**config.mk**
```make
export PLATFORM = sky130hd
export DESIGN_NAME = pipeline_fetch_unit_flat
export DESIGN_NICKNAME = d
export VERILOG_FILES = /design/src/rtl/pipeline_fetch_unit_if.sv /design/src/rtl/pipeline_fetch_unit.sv /design/src/flat_wrapper.sv
export SDC_FILE = /design/constraint.sdc
export NUM_CORES = 1
export LEC_CHECK = 0
export CORE_MARGIN = 2
export CORE_UTILIZATION = 55
export DETAILED_ROUTE_END_ITERATION = 8
export HOLD_SLACK_MARGIN = 0.02
export PLACE_DENSITY = 0.91
export SETUP_SLACK_MARGIN = 0.1
export SKIP_LAST_GASP = 1
export SLEW_MARGIN = 15
export SYNTH_ARGS = -nofsm -noshare
export SYNTH_HDL_FRONTEND = slang
export SYNTH_SLANG_ARGS = --single-unit
```
**constraint.sdc**
```tcl
create_clock -name clk -period 6 [get_ports clk]
set_input_delay 0.9 -clock clk [delete_from_list [all_inputs] [get_ports clk]]
set_output_delay 0.9 -clock clk [all_outputs]
set_load 0.01 [all_outputs]
```
**src/rtl/pipeline_fetch_unit_if.sv**
```systemverilog
// Instruction-memory request/ready bus between the fetch stage and imem.
// master: fetch side (drives imem_req/imem_addr); slave: memory side.
interface pipeline_fetch_unit_if;
    logic        imem_req;
    logic [31:0] imem_addr;
    logic        imem_ready;
    logic [31:0] imem_rdata;

    modport master (
        output imem_req,
        output imem_addr,
        input  imem_ready,
        input  imem_rdata
    );

    modport slave (
        input  imem_req,
        input  imem_addr,
        output imem_ready,
        output imem_rdata
    );
endinterface

```
**src/rtl/pipeline_fetch_unit.sv**
```systemverilog
// Fetch stage + IF/ID register: owns the PC, requests imem, feeds decode.
// Ports: clk/rst_n, hazard stalls, decode redirect, imem bus, IF/ID outputs.
module pipeline_fetch_unit #(
    parameter logic [31:0] RESET_PC = 32'h0000_0000
) (
    input  logic                         clk,
    input  logic                         rst_n,
    input  logic                         stall_fetch,
    input  logic                         stall_decode,
    input  logic                         pcsrc_decode,
    input  logic [31:0]                  branch_target_decode,
    pipeline_fetch_unit_if.master        imem,
    output logic [31:0]                  instr_decode,
    output logic [31:0]                  pc_plus4_decode,
    output logic                         valid_decode,
    output logic                         fetch_wait
);

    typedef enum logic {
        REQ  = 1'b0,
        HOLD = 1'b1
    } state_t;

    state_t      state_q;
    state_t      state_d;

    logic [31:0] pc_q;
    logic [31:0] pc_d;
    logic [31:0] hold_q;
    logic [31:0] hold_d;
    logic [31:0] tgt_q;
    logic [31:0] tgt_d;
    logic        pend_q;
    logic        pend_d;

    logic [31:0] pc_plus4;
    logic        redirect;
    logic        offer_valid;
    logic [31:0] offer_instr;

    logic [31:0] instr_d;
    logic [31:0] pc4_d;
    logic        valid_d;

    assign pc_plus4 = pc_q + 32'd4;
    // A redirect is only honoured once decode is free to consume it.
    assign redirect = pcsrc_decode & ~stall_decode;

    assign imem.imem_req  = (state_q == REQ);
    assign imem.imem_addr = pc_q;
    assign fetch_wait     = (state_q == REQ) & ~imem.imem_ready;

    always_ff @(posedge clk or negedge rst_n) begin
        if (!rst_n) begin
            state_q <= REQ;
        end else begin
            state_q <= state_d;
        end
    end

    always_comb begin
        state_d     = state_q;
        pc_d        = pc_q;
        hold_d      = hold_q;
        tgt_d       = tgt_q;
        pend_d      = pend_q;
        offer_valid = 1'b0;
        offer_instr = imem.imem_rdata;

        unique case (state_q)
            REQ: begin
                if (!imem.imem_ready) begin
                    // Request cannot be withdrawn: remember where to go.
                    if (redirect) begin
                        pend_d = 1'b1;
                        tgt_d  = branch_target_decode;
                    end
                end else if (pend_q || redirect) begin
                    // Returned word is wrong-path; a fresh redirect
                    // supersedes the latched one.
                    pc_d   = redirect ? branch_target_decode : tgt_q;
                    pend_d = 1'b0;
                end else if (stall_fetch) begin
                    hold_d  = imem.imem_rdata;
                    state_d = HOLD;
                end else begin
                    offer_valid = 1'b1;
                    pc_d        = pc_plus4;
                end
            end
            HOLD: begin
                if (redirect) begin
                    pc_d    = branch_target_decode;
                    state_d = REQ;
                end else if (!stall_fetch) begin
                    offer_valid = 1'b1;
                    offer_instr = hold_q;
                    pc_d        = pc_plus4;
                    state_d     = REQ;
                end
            end
            default: begin
                state_d = REQ;
            end
        endcase

        instr_d = offer_valid ? offer_instr : 32'd0;
        pc4_d   = offer_valid ? pc_plus4 : 32'd0;
        valid_d = offer_valid;
    end

    always_ff @(posedge clk or negedge rst_n) begin
        if (!rst_n) begin
            pc_q   <= RESET_PC;
            hold_q <= 32'd0;
            tgt_q  <= 32'd0;
            pend_q <= 1'b0;
        end else begin
            pc_q   <= pc_d;
            hold_q <= hold_d;
            tgt_q  <= tgt_d;
            pend_q <= pend_d;
        end
    end

    always_ff @(posedge clk or negedge rst_n) begin
        if (!rst_n) begin
            instr_decode    <= 32'd0;
            pc_plus4_decode <= 32'd0;
            valid_decode    <= 1'b0;
        end else if (!stall_decode) begin
            instr_decode    <= instr_d;
            pc_plus4_decode <= pc4_d;
            valid_decode    <= valid_d;
        end
    end

endmodule

```
**src/flat_wrapper.sv**
```systemverilog
// flat-port wrapper written by rule: the top's interface ports become plain ports
module pipeline_fetch_unit_flat 
#(
    parameter logic [31:0] RESET_PC = 32'h0000_0000
)
  (clk, rst_n, stall_fetch, stall_decode, pcsrc_decode, branch_target_decode, instr_decode, pc_plus4_decode, valid_decode, fetch_wait, imem_imem_req, imem_imem_addr, imem_imem_ready, imem_imem_rdata);
  pipeline_fetch_unit_if imem_i ();
  input  logic clk;
  input  logic rst_n;
  input  logic stall_fetch;
  input  logic stall_decode;
  input  logic pcsrc_decode;
  input  logic [31:0] branch_target_decode;
  output logic [31:0] instr_decode;
  output logic [31:0] pc_plus4_decode;
  output logic valid_decode;
  output logic fetch_wait;
  output wire logic [$bits(imem_i.imem_req)-1:0] imem_imem_req;
  output wire logic [$bits(imem_i.imem_addr)-1:0] imem_imem_addr;
  input wire logic [$bits(imem_i.imem_ready)-1:0] imem_imem_ready;
  input wire logic [$bits(imem_i.imem_rdata)-1:0] imem_imem_rdata;
  assign imem_imem_req = imem_i.imem_req;
  assign imem_imem_addr = imem_i.imem_addr;
  assign imem_i.imem_ready = imem_imem_ready;
  assign imem_i.imem_rdata = imem_imem_rdata;
  pipeline_fetch_unit #(.RESET_PC(RESET_PC)) u_core (.clk(clk), .rst_n(rst_n), .stall_fetch(stall_fetch), .stall_decode(stall_decode), .pcsrc_decode(pcsrc_decode), .branch_target_decode(branch_target_decode), .imem(imem_i), .instr_decode(instr_decode), .pc_plus4_decode(pc_plus4_decode), .valid_decode(valid_decode), .fetch_wait(fetch_wait));
endmodule
```
# Yosys cells after proc, flatten, opt, wreduce, memory -nomap -nowiden
# Cells that the tools add are included.
# W data, S select, Z words.
[word_totals] regBits=163 in_bits=70 out_inout_bits=99 wordCells=46
[classes] add_sub_neg=1 eq_ne=2 n_mux=24 bitwise_logic=6 n_reduce_logical=5
[ops] cell="$mux W32" count=10
[ops] cell="$pmux W32 S2" count=1
[ops] cell="$add A32 B3 Y32 const B" count=1
[ops] cell="$mux W1" count=11
[ops] cell="$reduce_and A3 Y1" count=2
[ops] cell="$ne A2 B1 Y1 const B" count=2
[ops] cell="$not A1 Y1" count=4
[ops] cell="$pmux W1 S2" count=2
[ops] cell="$and A1 B1 Y1" count=2
[ops] cell="$reduce_and A2 Y1" count=1
[ops] cell="$reduce_bool A2 Y1" count=1
[ops] cell="$logic_or A1 B1 Y1" count=1

# Longest topological paths before layout
[depth] ltp_word=7 ltp_mapped=7 depth_no_buf=6

# Worst setup path after synthesis
# Ideal clock, no wire load.
[synth_path] path_kind="input port to output port" start="input imem_imem_ready" end="output fetch_wait" arrival_time_ns=1.925 slack_ns=3.175 stages=5 cell_sequence="or2_2 clkbuf_1 clkinv_1 buf_2 buf_1"
[synth_via] elab_chain_len=2
[synth_lines] element="start, declared" line="flat_wrapper.sv:20" source="input wire logic [$bits(imem_i.imem_ready)-1:0] imem_imem_ready;"
[synth_lines] element="$not A1 Y1" line="pipeline_fetch_unit.sv:51" source="assign fetch_wait = (state_q == REQ) & ~imem.imem_ready;"
[synth_lines] element="$and A1 B1 Y1" line="pipeline_fetch_unit.sv:51"
[synth_lines] element="end, declared" line="flat_wrapper.sv:17" source="output logic fetch_wait;"
# Every way passes these cells.

# Final worst setup path
# Same ends and word-level chain as after synthesis.

==> impl_metrics.py <==
metrics = {
    "drt": {
        "wl_per_cell_um": 19.91,
        "first_iter_violations": 746,
        "first_pass_iters": 6,
        "routed_wl_mm": 21.26,
        "drc": 0,
        "viasPerCell": 6.227,
        "vias": 6650,
        "antenna_left": 0,
    },
    "clocking": {
        "clk_pin_slew_ns": 0.06,
        "clk_latency_ns": 0.43,
        "htree_num_levels": 4,
        "cts_resized": 0,
        "cts-root-buf": "clkbuf_16",
        "ctsHoldBuffers": 0,
        "clkSinkCount": 163,
        "cts_buffer_depth": 2,
        "numCtsBuffers": 17,
        "cts_setup_buffers": 0,
        "cts_tree": "yes",
    },
    "finish": {
        "layout_commonest_cell": "clkdlybuf4s50_1",
        "nets": 946,
        "area_growth_pct": 30.53,
        "ff_latch_area_um2": 4079,
        "fill_cells": 930,
        "layout-drive-gt1-share_pct": 13.74,
        "final_cell_mix": "166 x clkdlybuf4s50_1, 163 x dfrtp_1, 92 x nand2_1",
        "final_core_util_pct": 73.23,
        "stdcell_count": 1068,
        "diodes": 0,
        "multi_input_area_um2": 3476,
    },
    "grt": {
        "grt_pass1_wl_mm": 33.76,
        "grt-ovfl-total": 0,
        "grt_pass1_vias": 6430,
        "grt_max_degree": 117,
        "grtUsageTotal_pct": 29.12,
        "antenna_found_initial": 0,
    },
    "sta": {
        "hold_viol_final": 0,
        "worst_slew_pin_slew_ns": 1.135,
        "min_period_ns": 3.580,
        "max_slew_margin_pct": 24.23,
        "max_freq_ghz": 0.2794,
        "tns_ns": 0,
        "final-setup-viol-count": 0,
        "slew_viol_final": 0,
        "finalCritPeriodShare_pct": 59.66,
        "whs_ns": 0.4858,
        "rsz0062_at_grt": "no",
        "skew_ns": 0.008506,
    },
    "worst_setup_path": {
        "worstPathArrival_ns": 2.68,
        "required_ns": 5.10,
        "endpoint_kind": "primary output",
        "cp_max_fo": 24,
        "path_class": "in2out",
        "worstSetupStartpointType": "primary input",
    },
    "power": {
        "ir_drop_v": 0.0002499,
        "cellPowerDensity_nw_per_um2": 324.9,
        "p_leak_uw": 0.004262,
    },
    "place": {
        "place_inst": 1036,
        "routabilityCongestion": 0.8761,
        "portBuffers": 168,
        "place_hpwl_mm": 14.42,
    },
    "yosys": {
        "ys_dominant_reg_cell": "dfrtp_1",
        "ys.warnings.count": 0,
        "yosysSeqAreaShare_pct": 52.58,
        "synthDistinctLibCells": 64,
        "syn_avg_cell_area_um2": 10.66,
        "syn_area_um2": 7757,
        "synth-edff-count": 0,
        "synth_nets": 799,
        "postSynthCellCount": 728,
        "async_flop_share_pct": 100.0,
        "ys_seq_elements": 163,
    },
    "floorplan": {
        "core-area_um2": 13830,
        "die_w_um": 122.8,
        "io-pin-count": 169,
        "rows": 43,
        "die_height_um": 122.8,
        "dieArea_um2": 15070,
        "start_util_pct": 56.10,
    },
    "status": {
        "status": "complete, no violations",
    },
    "min_path": {
        "hold_class": "reg2reg",
    },
    "job": {
        "cap_violations": 0,
    },
}
-- flip-flops by register name, summed over array words and instances (netlist names) --
name	count
u_core.instr_decode	32
u_core.pend_q	1
u_core.valid_decode	1
u_core.hold_q	32
u_core.pc_plus4_decode	32
u_core.imem.imem_addr	32
u_core.tgt_q	32
u_core.state_q	1
-- worst paths after layout --
path / end / slack, ns / cells past startpoint / start
setup reg to reg: u_core.tgt_q[28] / 3.45 / 4 / u_core.state_q
setup / recovery: fetch_wait / 2.42 / 4 / imem_imem_ready
max in group asynchronous: u_core.instr_decode[24] / 4.21 / 2 / rst_n
hold / removal: u_core.instr_decode[10] / 0.49 / 2 / u_core.instr_decode[10]
hold reg to reg: u_core.instr_decode[10] / 0.49 / 2 / u_core.instr_decode[10]
min in group asynchronous: u_core.hold_q[11] / 0.60 / 1 / rst_n
-- power breakdown --
part / total (µW) / internal (µW) / switching (µW)
Sequential: 1490 / 1290 / 203
Clock: 1070 / 624 / 443
Combinational: 730 / 396 / 334
-- cell families after synthesis --
| group | synth area share (%) |
|---|---|
| multiplexers | 13.55 |
| XOR/XNOR | 3.161 |
| flip-flops | 52.58 |
| adder cells (fa/ha/maj) | 0.1613 |
| AO/OA/AOI/OAI | 14.65 |
| AND/OR/NAND/NOR | 13.02 |
| buffers and inverters | 2.887 |
-- Yosys cell counts, drive strengths merged, types with 5 or more instances --
cell type | count | area (µm²)
nand2 | 92 | 345.3
a22oi | 7 | 52.55
or2 | 5 | 31.28
a221oi | 12 | 105.1
xor2 | 12 | 105.1
and3 | 7 | 43.79
a22o | 9 | 78.83
xnor2 | 16 | 140.1
nor2 | 31 | 116.4
nand4 | 9 | 71.32
dfrtp | 163 | 4079
a21oi | 18 | 93.84
nor3 | 16 | 80.08
mux2 | 64 | 720.7
nand3 | 13 | 70.07
clkbuf | 33 | 123.9
nor2b | 5 | 31.28
buf | 16 | 77.58
nor4 | 7 | 56.30
and4 | 5 | 43.79
mux2i | 33 | 330.3
o21ai | 94 | 470.5
-- through the flow --
stage,area [µm²],setup slack [ns],total power (µW)
after detailed placement,9548,2.010,2225
after global routing,10130,2.189,3442
after global placement,9548,2.231,2191
after floorplan,7757,3.175,1848
after CTS,10130,2.454,3290
final,10130,2.420,3290
-- cell type report --
type                            count  share of cell area (%)
Tap cell                          180                   2.224
Timing Repair Buffer              177                   17.24
Clock buffer                       20                   4.411
Sequential cell                   163                   40.28
Clock inverter                     12                   1.297
Inverter                            6                  0.2224
Multi-Input combinational cell    510                   34.33
-- layer usage --
| metal | wire length (µm) | global-route usage, % |
|---|---|---|
| met5 | 0 | 0 |
| met3 | 2004 | 7.853 |
| met1 | 8483 | 38.15 |
| met2 | 10220 | 46.51 |
| met4 | 554 | 10.78 |
-- critical path, stage by stage --
cell,delay [ns]
clkdlybuf4s50_1,0.58
or2_2,0.50
clkinv_1,0.18
clkdlybuf4s50_1,0.51
Note: power is estimated with default switching activity, not from simulation.
